### src/rtl/mem_arbiter_if.sv
// Signal bundle around mem_arbiter: I-cache and D-cache miss ports, the shared
// slow-memory line port, and the statistics counters.
interface mem_arbiter_if #(
    parameter int unsigned ADDR_W = 28,
    parameter int unsigned DATA_W = 128,
    parameter int unsigned CNT_W  = 16
);
    logic              i_read;
    logic [ADDR_W-1:0] i_addr;
    logic              i_ready;
    logic [DATA_W-1:0] i_rdata;

    logic              d_read;
    logic              d_write;
    logic [ADDR_W-1:0] d_addr;
    logic [DATA_W-1:0] d_wdata;
    logic              d_ready;
    logic [DATA_W-1:0] d_rdata;

    logic              mem_read;
    logic              mem_write;
    logic [ADDR_W-1:0] mem_addr;
    logic [DATA_W-1:0] mem_wdata;
    logic [DATA_W-1:0] mem_rdata;
    logic              mem_ready;

    logic [CNT_W-1:0]  grant_cnt_i;
    logic [CNT_W-1:0]  grant_cnt_d;
    logic [CNT_W-1:0]  conflict_cnt;

    // arbiter side
    modport slave (
        input  i_read, i_addr, d_read, d_write, d_addr, d_wdata, mem_rdata, mem_ready,
        output i_ready, i_rdata, d_ready, d_rdata, mem_read, mem_write, mem_addr, mem_wdata,
        output grant_cnt_i, grant_cnt_d, conflict_cnt
    );

    // caches, memory and observers
    modport master (
        output i_read, i_addr, d_read, d_write, d_addr, d_wdata, mem_rdata, mem_ready,
        input  i_ready, i_rdata, d_ready, d_rdata, mem_read, mem_write, mem_addr, mem_wdata,
        input  grant_cnt_i, grant_cnt_d, conflict_cnt
    );
endinterface

### src/rtl/mem_arbiter.sv
// Round-robin arbiter sharing one slow-memory line port between the I and D caches,
// with saturating grant/contention counters.
module mem_arbiter #(
    parameter int unsigned ADDR_W = 28,
    parameter int unsigned DATA_W = 128,
    parameter int unsigned CNT_W  = 16
) (
    input  logic         clk,
    input  logic         rst,
    mem_arbiter_if.slave bus
);
    typedef enum logic [1:0] {IDLE = 2'd0, BUSY = 2'd1, RESP = 2'd2} state_e;
    typedef enum logic {SIDE_I = 1'b0, SIDE_D = 1'b1} side_e;

    state_e            state_q, state_d;
    side_e             owner_q, owner_d;
    side_e             last_q, last_d;
    logic              mem_read_q, mem_read_d;
    logic              mem_write_q, mem_write_d;
    logic [ADDR_W-1:0] mem_addr_q, mem_addr_d;
    logic [DATA_W-1:0] mem_wdata_q, mem_wdata_d;
    logic              i_ready_q, i_ready_d;
    logic              d_ready_q, d_ready_d;
    logic [DATA_W-1:0] i_rdata_q, i_rdata_d;
    logic [DATA_W-1:0] d_rdata_q, d_rdata_d;
    logic [CNT_W-1:0]  grant_cnt_i_q, grant_cnt_i_d;
    logic [CNT_W-1:0]  grant_cnt_d_q, grant_cnt_d_d;
    logic [CNT_W-1:0]  conflict_cnt_q, conflict_cnt_d;

    logic i_req_c;
    logic d_req_c;
    logic pick_d_c;

    function automatic logic [CNT_W-1:0] sat_inc(input logic [CNT_W-1:0] v);
        return (&v) ? v : v + CNT_W'(1);
    endfunction

    // Next-state, command latch, response capture and statistics
    always_comb begin
        state_d        = state_q;
        owner_d        = owner_q;
        last_d         = last_q;
        mem_read_d     = mem_read_q;
        mem_write_d    = mem_write_q;
        mem_addr_d     = mem_addr_q;
        mem_wdata_d    = mem_wdata_q;
        i_ready_d      = 1'b0;
        d_ready_d      = 1'b0;
        i_rdata_d      = i_rdata_q;
        d_rdata_d      = d_rdata_q;
        grant_cnt_i_d  = grant_cnt_i_q;
        grant_cnt_d_d  = grant_cnt_d_q;
        conflict_cnt_d = conflict_cnt_q;

        i_req_c  = bus.i_read;
        d_req_c  = bus.d_read | bus.d_write;
        // D wins when alone, or on a tie when I was served last
        pick_d_c = d_req_c & (~i_req_c | (last_q == SIDE_I));

        case (state_q)
            IDLE: begin
                if (i_req_c && d_req_c) begin
                    conflict_cnt_d = sat_inc(conflict_cnt_q);
                end
                if (i_req_c || d_req_c) begin
                    state_d = BUSY;
                    if (pick_d_c) begin
                        owner_d       = SIDE_D;
                        last_d        = SIDE_D;
                        mem_read_d    = ~bus.d_write;
                        mem_write_d   = bus.d_write;
                        mem_addr_d    = bus.d_addr;
                        mem_wdata_d   = bus.d_wdata;
                        grant_cnt_d_d = sat_inc(grant_cnt_d_q);
                    end else begin
                        owner_d       = SIDE_I;
                        last_d        = SIDE_I;
                        mem_read_d    = 1'b1;
                        mem_write_d   = 1'b0;
                        mem_addr_d    = bus.i_addr;
                        grant_cnt_i_d = sat_inc(grant_cnt_i_q);
                    end
                end
            end
            BUSY: begin
                if (bus.mem_ready) begin
                    state_d     = RESP;
                    mem_read_d  = 1'b0;
                    mem_write_d = 1'b0;
                    if (owner_q == SIDE_D) begin
                        d_rdata_d = bus.mem_rdata;
                        d_ready_d = 1'b1;
                    end else begin
                        i_rdata_d = bus.mem_rdata;
                        i_ready_d = 1'b1;
                    end
                end
            end
            RESP: begin
                state_d = IDLE;
            end
            default: begin
                state_d = IDLE;
            end
        endcase
    end

    always_ff @(posedge clk) begin
        if (rst) begin
            state_q        <= IDLE;
            owner_q        <= SIDE_I;
            last_q         <= SIDE_I;
            mem_read_q     <= 1'b0;
            mem_write_q    <= 1'b0;
            mem_addr_q     <= '0;
            mem_wdata_q    <= '0;
            i_ready_q      <= 1'b0;
            d_ready_q      <= 1'b0;
            i_rdata_q      <= '0;
            d_rdata_q      <= '0;
            grant_cnt_i_q  <= '0;
            grant_cnt_d_q  <= '0;
            conflict_cnt_q <= '0;
        end else begin
            state_q        <= state_d;
            owner_q        <= owner_d;
            last_q         <= last_d;
            mem_read_q     <= mem_read_d;
            mem_write_q    <= mem_write_d;
            mem_addr_q     <= mem_addr_d;
            mem_wdata_q    <= mem_wdata_d;
            i_ready_q      <= i_ready_d;
            d_ready_q      <= d_ready_d;
            i_rdata_q      <= i_rdata_d;
            d_rdata_q      <= d_rdata_d;
            grant_cnt_i_q  <= grant_cnt_i_d;
            grant_cnt_d_q  <= grant_cnt_d_d;
            conflict_cnt_q <= conflict_cnt_d;
        end
    end

    assign bus.mem_read     = mem_read_q;
    assign bus.mem_write    = mem_write_q;
    assign bus.mem_addr     = mem_addr_q;
    assign bus.mem_wdata    = mem_wdata_q;
    assign bus.i_ready      = i_ready_q;
    assign bus.d_ready      = d_ready_q;
    assign bus.i_rdata      = i_rdata_q;
    assign bus.d_rdata      = d_rdata_q;
    assign bus.grant_cnt_i  = grant_cnt_i_q;
    assign bus.grant_cnt_d  = grant_cnt_d_q;
    assign bus.conflict_cnt = conflict_cnt_q;
endmodule

### src/flat_wrapper.sv
// flat-port wrapper written by rule: the top's interface ports become plain ports
module mem_arbiter_flat 
#(
    parameter int unsigned ADDR_W = 28,
    parameter int unsigned DATA_W = 128,
    parameter int unsigned CNT_W  = 16
)
  (clk, rst, bus_i_read, bus_i_addr, bus_d_read, bus_d_write, bus_d_addr, bus_d_wdata, bus_mem_rdata, bus_mem_ready, bus_i_ready, bus_i_rdata, bus_d_ready, bus_d_rdata, bus_mem_read, bus_mem_write, bus_mem_addr, bus_mem_wdata, bus_grant_cnt_i, bus_grant_cnt_d, bus_conflict_cnt);
  mem_arbiter_if #(.ADDR_W(ADDR_W), .DATA_W(DATA_W), .CNT_W(CNT_W)) bus_i ();
  input  logic clk;
  input  logic rst;
  input wire logic [$bits(bus_i.i_read)-1:0] bus_i_read;
  input wire logic [$bits(bus_i.i_addr)-1:0] bus_i_addr;
  input wire logic [$bits(bus_i.d_read)-1:0] bus_d_read;
  input wire logic [$bits(bus_i.d_write)-1:0] bus_d_write;
  input wire logic [$bits(bus_i.d_addr)-1:0] bus_d_addr;
  input wire logic [$bits(bus_i.d_wdata)-1:0] bus_d_wdata;
  input wire logic [$bits(bus_i.mem_rdata)-1:0] bus_mem_rdata;
  input wire logic [$bits(bus_i.mem_ready)-1:0] bus_mem_ready;
  output wire logic [$bits(bus_i.i_ready)-1:0] bus_i_ready;
  output wire logic [$bits(bus_i.i_rdata)-1:0] bus_i_rdata;
  output wire logic [$bits(bus_i.d_ready)-1:0] bus_d_ready;
  output wire logic [$bits(bus_i.d_rdata)-1:0] bus_d_rdata;
  output wire logic [$bits(bus_i.mem_read)-1:0] bus_mem_read;
  output wire logic [$bits(bus_i.mem_write)-1:0] bus_mem_write;
  output wire logic [$bits(bus_i.mem_addr)-1:0] bus_mem_addr;
  output wire logic [$bits(bus_i.mem_wdata)-1:0] bus_mem_wdata;
  output wire logic [$bits(bus_i.grant_cnt_i)-1:0] bus_grant_cnt_i;
  output wire logic [$bits(bus_i.grant_cnt_d)-1:0] bus_grant_cnt_d;
  output wire logic [$bits(bus_i.conflict_cnt)-1:0] bus_conflict_cnt;
  assign bus_i.i_read = bus_i_read;
  assign bus_i.i_addr = bus_i_addr;
  assign bus_i.d_read = bus_d_read;
  assign bus_i.d_write = bus_d_write;
  assign bus_i.d_addr = bus_d_addr;
  assign bus_i.d_wdata = bus_d_wdata;
  assign bus_i.mem_rdata = bus_mem_rdata;
  assign bus_i.mem_ready = bus_mem_ready;
  assign bus_i_ready = bus_i.i_ready;
  assign bus_i_rdata = bus_i.i_rdata;
  assign bus_d_ready = bus_i.d_ready;
  assign bus_d_rdata = bus_i.d_rdata;
  assign bus_mem_read = bus_i.mem_read;
  assign bus_mem_write = bus_i.mem_write;
  assign bus_mem_addr = bus_i.mem_addr;
  assign bus_mem_wdata = bus_i.mem_wdata;
  assign bus_grant_cnt_i = bus_i.grant_cnt_i;
  assign bus_grant_cnt_d = bus_i.grant_cnt_d;
  assign bus_conflict_cnt = bus_i.conflict_cnt;
  mem_arbiter #(.ADDR_W(ADDR_W), .DATA_W(DATA_W), .CNT_W(CNT_W)) u_core (.clk(clk), .rst(rst), .bus(bus_i));
endmodule
### config.mk
export PLATFORM = sky130hd
export DESIGN_NAME = mem_arbiter_flat
export DESIGN_NICKNAME = d
export VERILOG_FILES = /design/src/rtl/mem_arbiter_if.sv /design/src/rtl/mem_arbiter.sv /design/src/flat_wrapper.sv
export SDC_FILE = /design/constraint.sdc
export NUM_CORES = 1
export LEC_CHECK = 0
export ABC_AREA = 1
export CAP_MARGIN = 20
export CORE_AREA = 3 3 304 306
export DETAILED_ROUTE_END_ITERATION = 8
export DIE_AREA = 0 0 307 309
export GPL_TIMING_DRIVEN = 0
export HOLD_SLACK_MARGIN = 0.02
export PLACE_DENSITY = 0.44
export REMOVE_ABC_BUFFERS = 1
export SLEW_MARGIN = 15
export SYNTH_ARGS = -nofsm -noshare
export SYNTH_HDL_FRONTEND = slang
export SYNTH_SLANG_ARGS = --single-unit
### constraint.sdc
create_clock -name clk -period 3.6 [get_ports clk]
set_clock_uncertainty 0.1 [all_clocks]
set_input_delay 0.72 -clock clk [delete_from_list [all_inputs] [get_ports clk]]
set_output_delay 0.72 -clock clk [all_outputs]
set_load 0.01 [all_outputs]
==> impl_metrics.json, run 1 <==
{
  "outcome": "complete, no violations",
  "synth.ff_latch_count": 467,
  "die_area_mm2": 0.0949,
  "wl_per_cell_um": 19.2,
  "post-route-period-util": 0.941,
  "cts_num_sinks": 467,
  "dr.pass1.iters": 7,
  "cts.path.max_buffers": 3,
  "slew_headroom": 0.338,
  "critPathCaptureType": "register",
  "worstPathRequired_ns": 4.04,
  "ys_seq_area_frac": 0.529,
  "fin_cells": 4303,
  "drv_cap": 0,
  "design_power_total_mw": 14.1,
  "cts_max_level": 2,
  "nets": 3391,
  "cp-start-kind": "register",
  "cp_data_arrival_time_ns": 3.83,
  "cts_tree": "built",
  "io_pins": 782,
  "ys_warn_count": 0,
  "place_inst": 4179,
  "start_util": 0.197,
  "p_sw_mw": 3.99,
  "hold_path.startpoint": "u_core.bus.d_rdata[36]$_SDFFE_PP0P_",
  "drv_slew": 0,
  "rows": 110,
  "power.leakage_nw": 10.6,
  "grt_max_degree": 124,
  "clockRootBuffer": "clkbuf_16",
  "cts_buffers": 57,
  "power_frac_clock": 0.404,
  "power.internal_mw": 10.2,
  "area_growth_syn_to_layout_pct": 62.0,
  "gp_congestion": 0.771,
  "postCtsHoldBufs": 0,
  "rr_startpoint": "u_core.owner_q$_SDFFE_PP0P_",
  "insertion_delay_ns": 0.61,
  "grt_antenna_before_repair": 13,
  "max-vdd-ir-drop_uv": 293,
  "route.detailed.drc": 0,
  "power_frac_seq": 0.407,
  "vias_per_cell": 4.17,
  "syn_inst": 2371,
  "dp_hpwl_um": 56800,
  "grt_pass1_wl_um": 118000,
  "power.density_mw_per_mm2": 494,
  "drive_above_1_share": 0.0417,
  "p_comb_frac": 0.189,
  "cts.clk_slew.worst_paths_ns": 0.06,
  "path_max_fanout": 57,
  "fp.dieH_um": 309,
  "synth_area_mm2": 0.0177,
  "rsz0062_at_grt": "false",
  "wl_um": 82800,
  "first_global_vias": 17600,
  "grt_use_total": 0.163,
  "io_buffers": 781,
  "min_period_ns": 3.39,
  "hold_viol_final": 0,
  "synth_cell_types": 26,
  "tightest_slew_ns": 0.994,
  "path_class": "reg2reg",
  "core-area_mm2": 0.0899,
  "hold_path.class": "reg2reg",
  "setup_viol": 0,
  "vias": 17900,
  "avgSynthCellArea_um2": 7.46,
  "ant_nets": 0,
  "p_sw_frac": 0.282,
  "max_freq_mhz": 295,
  "gr-total-overflow": 0,
  "first_iter_violations": 1120,
  "die_w_um": 307,
  "crit_start": "u_core.owner_q$_SDFFE_PP0P_"
}
## per-layer routing
metal / global-route usage / vias up / share of wire
met4: 0.0666 / 4 / 0.036
met2: 0.282 / 528 / 0.50
met1: 0.187 / 8183 / 0.40
met5: 0 / - / 0.00022
li1: - / 9089 / -
met3: 0.0510 / 135 / 0.072
## power by group through the flow
stage	sequential, mW	clock, mW	combinational [mW]
6_report	5.76	5.71	2.68
5_1_grt	5.80	6.12	2.91
4_1_cts	5.76	5.96	2.71
3_5_place_dp	5.87	0	2.67
3_3_place_gp	5.91	0	2.59
2_1_floorplan	6.05	0	0.792
## worst max-delay path: stages, from the launching register on
cell and delay, ns:
dfxtp_4 0.54, buf_16 0.29, buf_16 0.29, nand2_1 0.17
o21ai_4 0.30, buf_12 0.26, nor2_8 0.10, buf_16 0.23
inv_8 0.27, clkbuf_16 0.33, nor2_1 0.07, nor2_1 0.10
## state kept, by name, indices dropped and copies added (netlist names)
register,cells
u_core.bus.mem_write,1
u_core.bus.mem_wdata,128
u_core.bus.i_rdata,128
u_core.bus.mem_read,1
u_core.state_q,2
u_core.bus.d_rdata,128
u_core.bus.d_ready,1
u_core.bus.conflict_cnt,16
u_core.bus.grant_cnt_d,16
u_core.owner_q,1
u_core.bus.i_ready,1
u_core.bus.grant_cnt_i,16
u_core.bus.mem_addr,28
## path summary, 6_finish.rpt
path                            slack (ns)  cells after the start                               endpoint
worst max-delay path                  0.21                     11  u_core.bus.mem_wdata[65]$_SDFFE_PP0P_
worst min register to register        0.36                      2    u_core.bus.d_rdata[36]$_SDFFE_PP0P_
worst max register to register        0.21                     11  u_core.bus.mem_wdata[65]$_SDFFE_PP0P_
worst min-delay path                  0.36                      2    u_core.bus.d_rdata[36]$_SDFFE_PP0P_
## stage by stage
step                      setup slack (ns)  cell area (um^2)  setup TNS, ns  hold WS, ns  utilization
final                                0.212             28600              0        0.359        0.319
after global routing                0.0474             28600              0        0.356        0.319
after floorplan                      -5.27             16800       -1353.10        0.378            -
after detailed placement             -1.16             26700        -124.28        0.353        0.297
after global placement              -18.41             26100       -8254.43        0.347        0.291
after CTS                           0.0310             28500              0        0.323        0.318
## logic make-up after synthesis
family                   Yosys count  synth area share
AO/OA/AOI/OAI                    498             0.142
XOR/XNOR                           3           0.00149
adder cells (fa/ha/maj)            3           0.00212
buffers and inverters            255            0.0665
flip-flops                       467             0.529
AND/OR/NAND/NOR                 1145             0.259
## cell usage in the layout (no fill, tap or decap), types with 8 or more instances in the layout
cell             count
a21oi_1            210
buf_16              14
clkbuf_1            19
clkbuf_16           60
clkbuf_8             8
clkdlybuf4s50_1    780
clkinv_2            12
dfxtp_1            466
diode_2             12
inv_1               81
nand2_1            323
nand3_1            182
nor2_1             625
o21ai_0            226
o21ai_1             60
## cell usage after synthesis
| cell type | count | area, um^2 |
|---|---|---|
| o21ai_0 | 226 | 1130 |
| inv_1 | 83 | 312 |
| buf_4 | 12 | 90.1 |
| clkbuf_1 | 89 | 334 |
| nand4_1 | 4 | 25.0 |
| nand3_1 | 182 | 911 |
| a21oi_1 | 210 | 1050 |
| nor2_8 | 1 | 20.0 |
| o21ai_1 | 60 | 300 |
| xnor2_1 | 2 | 17.5 |
| o21ai_4 | 1 | 16.3 |
| inv_2 | 3 | 11.3 |
| dfxtp_1 | 467 | 9350 |
| ha_1 | 3 | 37.5 |
| nand2_1 | 325 | 1220 |
| buf_6 | 15 | 169 |
| nor2_4 | 1 | 11.3 |
| buf_1 | 5 | 18.8 |
| nor3_1 | 1 | 5.00 |
| nand3b_1 | 2 | 15.0 |
| nor2_2 | 2 | 12.5 |
| a21oi_4 | 1 | 16.3 |
| xor2_1 | 1 | 8.76 |
| nor2_1 | 626 | 2350 |
| or2_2 | 1 | 6.26 |
| buf_2 | 48 | 240 |
## final cells by class
class                           instances  area (um^2)
Inverter                               86          350
Clock inverter                         18          176
Clock buffer                           86         1660
Timing Repair Buffer                  806         8390
Tap cell                             1176         1470
Sequential cell                       467         9350
Multi-Input combinational cell       1652         7210
Antenna cell                           12         30.0
Fill cell                            9690        61200
## timing repair
action | CTS | global route
pin swaps | 2 | 1
cloned | 2 | 2
setup buffers | 1 | 3
gates resized for setup | 2 | 2
endpoints found under the setup margin | 143 | 101
(Power assumes the default switching activity.)
==> run 2, diff against run 1 <==
--- a/config.mk
+++ b/config.mk
@@ -6,13 +6,15 @@
 export NUM_CORES = 1
 export LEC_CHECK = 0
 export ABC_AREA = 1
+export ABC_CLOCK_PERIOD_IN_PS = 3600
 export CAP_MARGIN = 20
-export CORE_AREA = 3 3 304 306
+export CORE_AREA = 2 2 308 310
 export DETAILED_ROUTE_END_ITERATION = 8
-export DIE_AREA = 0 0 307 309
+export DIE_AREA = 0 0 310 312
+export DONT_BUFFER_PORTS = 1
 export GPL_TIMING_DRIVEN = 0
 export HOLD_SLACK_MARGIN = 0.02
-export PLACE_DENSITY = 0.44
+export PLACE_DENSITY = 0.32
 export REMOVE_ABC_BUFFERS = 1
 export SLEW_MARGIN = 15
 export SYNTH_ARGS = -nofsm -noshare
==> run 2 against run 1 <==
Compared with the run above: sequential share of layout area rose by 12 points; maximum frequency rose by 11%; flip-flop and latch count did not move; utilization fell by 9.5 points; combinational power fell by 55%; global-route usage fell by 1.7 points; worst hold slack got worse by 0.25 ns; die area rose by 2.0%.
==> impl_metrics.json, run 2 (synthesized netlist as in run 1, its figures left out) <==
{
  "outcome": "complete, no violations",
  "layout_common_cells": "nor2_1 (625), dfxtp_1 (466), nand2_1 (323), o21ai_0 (226), a21oi_1 (210)",
  "max_stage_delay_ns": 0.70,
  "grt_use_total": 0.146,
  "power.leakage_nw": 7.69,
  "drv_cap": 0,
  "area_growth_syn_to_layout_pct": 18.0,
  "wl_um": 74800,
  "max-vdd-ir-drop_uv": 362,
  "holdPathStages": 2,
  "fin_cells": 3582,
  "ant_nets": 0,
  "reg2reg_setup_slack_ns": 0.54,
  "first_global_vias": 14600,
  "grt_max_degree": 137,
  "power_frac_seq": 0.461,
  "cts_max_level": 2,
  "path_max_fanout": 110,
  "power.internal_mw": 9.44,
  "critical_path_buf_inv_count": 3,
  "path_class": "in2reg",
  "dr.pass1.iters": 6,
  "drive_above_1_share": 0.0554,
  "fp.dieH_um": 312,
  "rr_endpoint": "u_core.bus.mem_wdata[93]$_SDFFE_PP0P_",
  "insertion_delay_ns": 0.65,
  "max_freq_mhz": 326,
  "nets": 2606,
  "cp_data_arrival_time_ns": 3.54,
  "layout_setup_ws_ns": 0.536,
  "fin_area_mm2": 0.0209,
  "power_frac_clock": 0.448,
  "place_inst": 3474,
  "critPathCaptureType": "register",
  "antenna_cells": 0,
  "gp_congestion": 0.817,
  "drv_slew": 0,
  "io_buffers": 0,
  "crit_top_cell": "nor2_1",
  "setup_viol": 0,
  "path_cells": "nor2_1, a21oi_4, inv_2, nor2_8, inv_6, buf_16, nor2_1, nor2_1",
  "design_power_total_mw": 13.2,
  "core-area_mm2": 0.0930,
  "dp_hpwl_um": 50900,
  "cts_num_sinks": 467,
  "power.density_mw_per_mm2": 635,
  "reg2reg_depth": 9,
  "die_area_mm2": 0.0967,
  "timing.hold.ws_ns": 0.112,
  "preCtsSetupSlack_ns": -0.720,
  "tightest_slew_ns": 0.981,
  "rsz0062_at_grt": "false",
  "cts_buffers": 58,
  "die_w_um": 310,
  "cts.clk_slew.worst_paths_ns": 0.06,
  "worstPathRequired_ns": 4.08,
  "fillers": 10400,
  "p_comb_frac": 0.091,
  "first_iter_violations": 1059,
  "hold_viol_final": 0,
  "slowest_stage": "inv_2",
  "cp-start-kind": "primary input",
  "cts.path.max_buffers": 3,
  "holdPathEnd": "u_core.bus.mem_wdata[18]$_SDFFE_PP0P_",
  "mostFrequentLayoutCell": "nor2_1",
  "min_period_ns": 3.06,
  "vias_per_cell": 4.28,
  "crit_family": "buffers and inverters",
  "hold_path.startpoint": "bus_d_wdata[18]",
  "wl_per_cell_um": 20.9,
  "io_pins": 782,
  "place_area_mm2": 0.0189,
  "vias": 15300,
  "slew_headroom": 0.346,
  "rows": 112,
  "post-route-period-util": 0.851,
  "rr_startpoint": "u_core.state_q[0]$_SDFFE_PP0P_",
  "hold_path.class": "in2reg",
  "start_util": 0.190,
  "gr-total-overflow": 0,
  "p_sw_mw": 3.80,
  "grt_antenna_before_repair": 3,
  "grt_pass1_wl_um": 106000,
  "cts_tree": "built",
  "clockRootBuffer": "clkbuf_16",
  "route.detailed.drc": 0,
  "p_sw_frac": 0.287
}
## run 2: changes by cell type in the layout (fill, tap and decap cells not counted), moves of 3 or more
cell,delta
clkbuf_1,-6
buf_16,-4
clkbuf_8,+5
diode_2,-12
buf_12,+3
clkdlybuf4s50_1,-780
## run 2: stage by stage
step / setup TNS [ns] / util
floorplan: -1353.10 / -
global placement: -4718.13 / 0.198
detailed placement: -76.34 / 0.203
CTS: 0 / 0.224
global route: 0 / 0.224
finish: 0 / 0.224
## run 2: worst max-delay path by stage
stage / start / to / slack [ns] / cells after the start
finish: bus_d_write / u_core.bus.mem_wdata[93]$_SDFFE_PP0P_ / 0.54 / 8
CTS: u_core.owner_q$_SDFFE_PP0P_ / u_core.bus.grant_cnt_i[11]$_SDFFE_PP0P_ / 0.42 / 7
global route: u_core.owner_q$_SDFFE_PP0P_ / u_core.bus.grant_cnt_i[9]$_SDFFE_PP0P_ / 0.22 / 7
global placement: bus_mem_ready / u_core.bus.d_rdata[118]$_SDFFE_PP0P_ / -16.04 / 5
floorplan: bus_mem_ready / u_core.bus.d_rdata[0]$_SDFFE_PP0P_ / -5.27 / 5
detailed placement: bus_d_write / u_core.bus.mem_wdata[71]$_SDFFE_PP0P_ / -0.72 / 8
## run 2: worst reg2reg max path: cells and delay by family, from the launching register on
family | cells | cell delay, ns
AND/OR/NAND/NOR | 4 | 1.31
AO/OA/AOI/OAI | 1 | 0.34
buffers and inverters | 4 | 0.93
flip-flops | 1 | 0.30
## run 2: cell type report
type                            count  area (um^2)  share of cell area
Multi-Input combinational cell   1652         7210               0.346
Clock inverter                     19          234              0.0112
Inverter                           86          343              0.0164
Tap cell                         1254         1570              0.0752
Sequential cell                   467         9350               0.448
Clock buffer                       84         1680              0.0805
Timing Repair Buffer               20          463              0.0222
## run 2: power by group through the flow
| stage | logic [mW] | registers (mW) | clock network [mW] |
|---|---|---|---|
| 6_report | 1.21 | 6.11 | 5.93 |
| 5_1_grt | 1.37 | 6.14 | 6.34 |
| 4_1_cts | 1.23 | 6.12 | 6.15 |
| 3_5_place_dp | 1.17 | 6.23 | 0 |
| 3_3_place_gp | 1.14 | 6.28 | 0 |
| 2_1_floorplan | 0.792 | 6.05 | 0 |
## run 2: routing by layer
layer,GRT usage,share of wire
met1,0.164,0.38
met2,0.255,0.50
met3,0.0518,0.090
met4,0.0451,0.028
met5,0,0.00023
## run 2: what timing repair did
| action | 4_1_cts | 5_1_grt |
|---|---|---|
| endpoints found under the setup margin | 128 | 0 |
| setup buffers | 1 | 0 |
| resized for setup | 0 | 0 |
| hold endpoints to repair | 71 | 0 |
| hold buffers | 1 | 0 |
